--- src/rtl/otter_intc_pkg.sv ---
`default_nettype none
// ============================================================================
//  Module      : otter_intc_pkg
//  Description : Register offsets, FSM state type and STATUS field positions
//                shared by the OTTER interrupt controller.
//  Revision    : 1.0 - initial release
// ============================================================================
package otter_intc_pkg;

    localparam logic [31:0] C_OFF_ENABLE  = 32'h0000_0000;
    localparam logic [31:0] C_OFF_PENDING = 32'h0000_0004;
    localparam logic [31:0] C_OFF_ID      = 32'h0000_0008;
    localparam logic [31:0] C_OFF_ACK     = 32'h0000_000C;
    localparam logic [31:0] C_OFF_STATUS  = 32'h0000_0010;

    localparam int C_STAT_ANY       = 0;
    localparam int C_STAT_STATE_LSB = 1;
    localparam int C_STAT_STATE_MSB = 2;
    localparam int C_STAT_INSVC     = 3;

    typedef enum logic [1:0] {
        ST_IDLE     = 2'd0,
        ST_FIRE     = 2'd1,
        ST_WAIT_ACK = 2'd2
    } state_t;

    // Scanning downward leaves the lowest set index as the final result.
    function automatic logic [2:0] lowest_index(input logic [7:0] v);
        lowest_index = 3'd0;
        for (int i = 7; i >= 0; i--) begin
            if (v[i]) lowest_index = 3'(i);
        end
    endfunction

endpackage
`default_nettype wire

--- src/rtl/otter_intc_edge.sv ---
`default_nettype none
// ============================================================================
//  Module      : otter_intc_edge
//  Description : One interrupt source: rising-edge detector and pending bit.
//  Revision    : 1.0 - initial release
// ============================================================================
module otter_intc_edge (
    input  logic clk,
    input  logic rst,
    input  logic i_src,
    input  logic i_clr,
    output logic o_pending
);

    logic r_prev;
    logic r_armed;
    logic r_pending;
    logic w_rise;

    // A source high through reset stays disarmed until it is seen low.
    assign w_rise    = i_src & ~r_prev & r_armed;
    assign o_pending = r_pending;

    always_ff @(posedge clk) begin
        if (rst) begin
            r_prev    <= 1'b0;
            r_armed   <= ~i_src;
            r_pending <= 1'b0;
        end else begin
            r_prev  <= i_src;
            r_armed <= r_armed | ~i_src;
            if (w_rise) begin
                r_pending <= 1'b1;
            end else if (i_clr) begin
                r_pending <= 1'b0;
            end
        end
    end

endmodule
`default_nettype wire

--- src/rtl/otter_intc.sv ---
`default_nettype none
// ============================================================================
//  Module      : otter_intc
//  Description : MMIO interrupt controller for the OTTER MCU. Optional
//                re-issue timeout enabled by defining OTTER_INTC_TIMEOUT_EN.
//  Revision    : 1.0 - initial release
// ============================================================================
module otter_intc
    import otter_intc_pkg::*;
#(
    parameter logic [31:0] BASE_AD = 32'h1110_0000,
    parameter int          NUM_SRC = 4,
    parameter int          TIMEOUT = 1024
) (
    input  logic               CLK,
    input  logic               RST,
    input  logic [NUM_SRC-1:0] SRC,
    input  logic [31:0]        IOBUS_ADDR,
    input  logic [31:0]        IOBUS_OUT,
    input  logic               IOBUS_WR,
    output logic [31:0]        IOBUS_RD_DATA,
    output logic               INTR
);

    state_t             r_state;
    state_t             w_next_state;
    logic [NUM_SRC-1:0] r_enable;
    logic [NUM_SRC-1:0] w_pending;
    logic [NUM_SRC-1:0] w_clr;
    logic [NUM_SRC-1:0] w_req;
    logic [7:0]         w_req8;
    logic [2:0]         r_id;
    logic               r_intr;
    logic               w_any;
    logic               w_wr_enable;
    logic               w_wr_pending;
    logic               w_wr_ack;
    logic               w_ack_hit;
    logic               w_timeout;
    logic               w_unused_wdata;

    assign w_wr_enable  = IOBUS_WR && (IOBUS_ADDR == BASE_AD + C_OFF_ENABLE);
    assign w_wr_pending = IOBUS_WR && (IOBUS_ADDR == BASE_AD + C_OFF_PENDING);
    assign w_wr_ack     = IOBUS_WR && (IOBUS_ADDR == BASE_AD + C_OFF_ACK);
    assign w_ack_hit    = w_wr_ack && (r_state == ST_WAIT_ACK) && (IOBUS_OUT[2:0] == r_id);
    assign w_unused_wdata = ^IOBUS_OUT;

    assign w_req = w_pending & r_enable;
    assign w_any = |w_req;
    assign INTR  = r_intr;

    always_comb begin
        w_req8 = 8'd0;
        w_req8[NUM_SRC-1:0] = w_req;
    end

    generate
        for (genvar i = 0; i < NUM_SRC; i++) begin : g_src
            assign w_clr[i] = (w_wr_pending && IOBUS_OUT[i]) || (w_ack_hit && (r_id == 3'(i)));
            otter_intc_edge u_edge (
                .clk       (CLK),
                .rst       (RST),
                .i_src     (SRC[i]),
                .i_clr     (w_clr[i]),
                .o_pending (w_pending[i])
            );
        end
    endgenerate

`ifdef OTTER_INTC_TIMEOUT_EN
    localparam int c_CNT_W = $clog2(TIMEOUT + 1);
    logic [c_CNT_W-1:0] r_cnt;

    assign w_timeout = (r_cnt == c_CNT_W'(TIMEOUT));

    // Counter only runs while waiting; it restarts from zero on every re-pulse.
    always_ff @(posedge CLK) begin
        if (RST || (r_state != ST_WAIT_ACK) || w_timeout) begin
            r_cnt <= '0;
        end else begin
            r_cnt <= r_cnt + 1'b1;
        end
    end
`else
    logic w_unused_timeout;
    assign w_unused_timeout = (TIMEOUT > 0);
    assign w_timeout        = 1'b0;
`endif

    always_comb begin
        w_next_state = r_state;
        case (r_state)
            ST_IDLE:     if (w_any) w_next_state = ST_FIRE;
            ST_FIRE:     w_next_state = ST_WAIT_ACK;
            ST_WAIT_ACK: begin
                if (w_ack_hit) begin
                    w_next_state = ST_IDLE;
                end else if (w_timeout) begin
                    w_next_state = ST_FIRE;
                end
            end
            default:     w_next_state = ST_IDLE;
        endcase
    end

    always_ff @(posedge CLK) begin
        if (RST) begin
            r_state  <= ST_IDLE;
            r_enable <= '0;
            r_id     <= 3'd0;
            r_intr   <= 1'b0;
        end else begin
            r_state <= w_next_state;
            r_intr  <= (r_state == ST_FIRE);
            if (w_wr_enable) begin
                r_enable <= IOBUS_OUT[NUM_SRC-1:0];
            end
            if ((r_state == ST_IDLE) && w_any) begin
                r_id <= lowest_index(w_req8);
            end
        end
    end

    always_comb begin
        IOBUS_RD_DATA = 32'd0;
        if (IOBUS_ADDR == BASE_AD + C_OFF_ENABLE) begin
            IOBUS_RD_DATA[NUM_SRC-1:0] = r_enable;
        end else if (IOBUS_ADDR == BASE_AD + C_OFF_PENDING) begin
            IOBUS_RD_DATA[NUM_SRC-1:0] = w_pending;
        end else if (IOBUS_ADDR == BASE_AD + C_OFF_ID) begin
            IOBUS_RD_DATA[2:0] = r_id;
        end else if (IOBUS_ADDR == BASE_AD + C_OFF_STATUS) begin
            IOBUS_RD_DATA[C_STAT_ANY]                         = w_any;
            IOBUS_RD_DATA[C_STAT_STATE_MSB:C_STAT_STATE_LSB]  = r_state;
            IOBUS_RD_DATA[C_STAT_INSVC]                       = (r_state == ST_WAIT_ACK);
        end
    end

endmodule
`default_nettype wire

--- config.mk ---
export PLATFORM = sky130hd
export DESIGN_NAME = otter_intc
export DESIGN_NICKNAME = d
export VERILOG_FILES = /design/src/rtl/otter_intc_pkg.sv /design/src/rtl/otter_intc_edge.sv /design/src/rtl/otter_intc.sv
export SDC_FILE = /design/constraint.sdc
export NUM_CORES = 1
export LEC_CHECK = 0
export CELL_PAD_IN_SITES_DETAIL_PLACEMENT = 1
export CELL_PAD_IN_SITES_GLOBAL_PLACEMENT = 1
export CORE_MARGIN = 2
export CORE_UTILIZATION = 26
export CTS_CLUSTER_SIZE = 25
export DETAILED_ROUTE_END_ITERATION = 10
export PLACE_DENSITY = 0.84
export SYNTH_ARGS = -nofsm -noshare
export SYNTH_HDL_FRONTEND = slang
export SYNTH_HIERARCHICAL = 1
export SYNTH_SLANG_ARGS = --single-unit
--- constraint.sdc ---
create_clock -name CLK -period 2.9 [get_ports CLK]
set_input_delay 0.58 -clock CLK [delete_from_list [all_inputs] [get_ports CLK]]
set_output_delay 0.58 -clock CLK [all_outputs]
set_load 0.05 [all_outputs]
==> results.cfg <==
[critical_path]
slowest_stage = clkdlybuf4s50_1
worstPathRequired_ns = 2.32
start_kind = input port
crit_family = simple AND/OR/NAND/NOR gates
reg2reg_from = r_state[1]
r2r-end = g_src[1].u_edge/o_pending
crit_fanout = 3
arrival_ns = 2.17
cp_num_buf_inv = 2
reg2reg_slack_ns = 1.27
critPathCaptureType = output port
crit_chain = clkdlybuf4s50_1 > nor4_4 > nand4_4 > nor2_1 > o211a_1 > buf_12
critPathMaxStageDelay_ns = 0.44
crit_type = in -> out
reg2reg_depth = 6

[yosys]
synth_top_area_share_pct = 28.5
synth-main-ff-cell = dfxtp_1
syn_avg_cell_area_um2 = 9.12
ys_seq_elements = 21
synth_cell_type_count = 42
synthAdderAreaFrac_pct = 0
synth_compound_area_share_pct = 16.9
yosys.area.top_type = dfxtp_1
synthCells = 162
synth-xor-area-share_pct = 1.78
ys_seq_area_share_pct = 28.5
synth.area.top_cells = dfxtp_1 28%, buf_4 15%, nor4_4 5.8%, a21oi_1 3.7%, a32o_2 3.0%
yosysWarnings = 6
synth_edf_count = 0
synth_top_family_by_area = simple AND/OR/NAND/NOR gates
synthSimpleGateAreaFrac_pct = 34.0
syn_area_um2 = 1480
async_reset_ff_share_pct = 0
synth.area.mux_share_pct = 1.35

[pwr]
leakagePower_nw = 0.784
power_density_nw_per_um2 = 342
vdd_drop_max_v = 0.000244

[placement]
dp_slack_ns = 0.114
io_buffer_count = 47
gp_congestion = 0.823
place_inst = 283
dpl.hpwl_um = 3300

[run]
maxCapViolCount = 0

[min_path]
hold_path.startpoint = g_src[2].u_edge/r_armed
hold_path_depth = 2
worstHoldPathType = reg -> reg
worstHoldEndpoint = g_src[2].u_edge/r_armed

[clock_tree]
numClockSinks = 21
cts_buffer_depth = 2
cts_resized = 0
worstSkewPairLatency_ns = 0.26
clkTransAtPathRegs_ns = 0.08
htreeDepth = 1
hold_buffers = 0
cts_buffers = 3
cts_setup_buffers = 0
cts_tree = yes
clock-root-buffer = clkbuf_8

[route]
drt-vias-per-instance = 4.72
dr.pass1.iters = 4
wirelength_um = 3900
vias = 1355
route.detailed.drc = 0
met3_wirelength_um = 199
top_layer = met4
wl_met2_um = 2020
ant_nets = 0
post_drt_wl_per_cell_um = 13.6
wl_met1_um = 1670
drt_iter0_drc = 46

[floorplanning]
pin_count = 104
die_area_um2 = 6300
initial_core_util_pct = 26.8
coreArea_um2 = 5510
die_width_um = 79.4
rows = 27
die_h_um = 79.4

[finish]
syn2layout_area_growth_pct = 38.9
nets = 287
final_util_pct = 37.3
final_cells = 287
final_cell_mix = 43 x clkdlybuf4s50_1, 28 x conb_1, 21 x dfxtp_1
drive_gt1_share_pct = 14.0
diodes = 0
final_common_cell = clkdlybuf4s50_1

[timing]
setup_ws_ns = 0.152
layout_min_cycle_time_ns = 2.75
fin_hold_ws_ns = 0.471
max_freq_mhz = 364
slew_headroom_pct = 49.5
fin_tns_setup_ns = 0
slew_viol_final = 0
skew_ns = 0.00387
setup_viol_count_final = 0
fin_crit_sh_pct = 94.8
rsz0062_at_grt = false
hold_viol = 0
worstMarginPinSlew_ns = 0.755

[global_routing]
grt_max_degree = 22
grt.overflow.total = 0
grt_usage_pct = 12.2
grt_pass1_wl_um = 6180
grt_pass1_vias = 1342
antenna_found_initial = 0

[run_status]
status = completed
how the worst max path moves through the flow:
stage / from / end / slack, ns / depth (start not counted)
6_report: IOBUS_ADDR[14] / IOBUS_RD_DATA[0] / 0.15 / 6
5_1_grt: IOBUS_ADDR[14] / IOBUS_RD_DATA[0] / 0.04 / 6
4_1_cts: IOBUS_ADDR[19] / IOBUS_RD_DATA[0] / 0.11 / 6
3_5_place_dp: IOBUS_ADDR[19] / IOBUS_RD_DATA[0] / 0.11 / 6
3_3_place_gp: IOBUS_ADDR[14] / IOBUS_RD_DATA[0] / 0.16 / 6
2_1_floorplan: IOBUS_ADDR[14] / IOBUS_RD_DATA[2] / 0.07 / 3
cell families after synthesis:
| kind of cell | count (synthesis) |
|---|---|
| compound gates | 36 |
| xor+xnor | 3 |
| buf+inv | 39 |
| flops | 21 |
| mux | 2 |
| other cells | 1 |
| simple gates | 60 |
Yosys cell counts, types with 2 or more instances:
cell type	count
xnor2_1	3
inv_1	7
a22oi_1	2
nand2_1	3
nor4b_1	4
a32oi_1	2
nor2b_1	5
o21ai_0	5
clkbuf_1	3
dfxtp_1	21
a211o_1	2
buf_4	29
a21oi_1	11
nor2_1	5
nand4_4	2
nor3_1	8
a32o_2	4
o31ai_1	4
mux2i_1	2
nand3b_1	5
a31oi_1	2
nor4_4	4
nand2b_1	4
nand4_1	7
metrics by stage:
| step | area [um2] | power [W] |
|---|---|---|
| after floorplan | 1580 | 0.000452 |
| after global placement | 2000 | 0.000505 |
| after detailed placement | 2000 | 0.000510 |
| after CTS | 2050 | 0.000708 |
| after global routing | 2050 | 0.000735 |
| final | 2050 | 0.000702 |
final cells by class:
| class | count | area (um2) |
|---|---|---|
| Clock buffer | 3 | 41.3 |
| Clock inverter | 1 | 7.51 |
| Fill cell | 642 | 3450 |
| Inverter | 7 | 26.3 |
| Multi-Input combinational cell | 129 | 903 |
| Sequential cell | 21 | 420 |
| Tap cell | 72 | 90.1 |
| Timing Repair Buffer | 54 | 563 |
sequential cells by signal, indices dropped and copies added (netlist names):
name	count
g_src.u_edge/o_pending	4
g_src.u_edge/r_armed	4
g_src.u_edge/r_prev	4
r_enable	4
r_id	2
r_state	2
INTR	1
per-layer routing:
layer	track usage, %	vias up
met3	2.49	2
li1	-	655
met5	0	-
met4	1.72	0
met2	23.3	49
met1	14.1	649
power by group:
group | internal [W] | switching (W)
Sequential | 0.000299 | 0.00000839
Clock | 0.0000969 | 0.000101
Combinational | 0.0000711 | 0.000126
Total | 0.000467 | 0.000235
worst register-to-register path: stages (launching register included):
cell	delay, ns
dfxtp_1	0.49
and4b_1	0.27
nand4_1	0.15
nor3_4	0.22
a32o_2	0.19
nand2b_1	0.10
a21oi_1	0.06
Note: power is estimated with default switching activity, not from simulation.
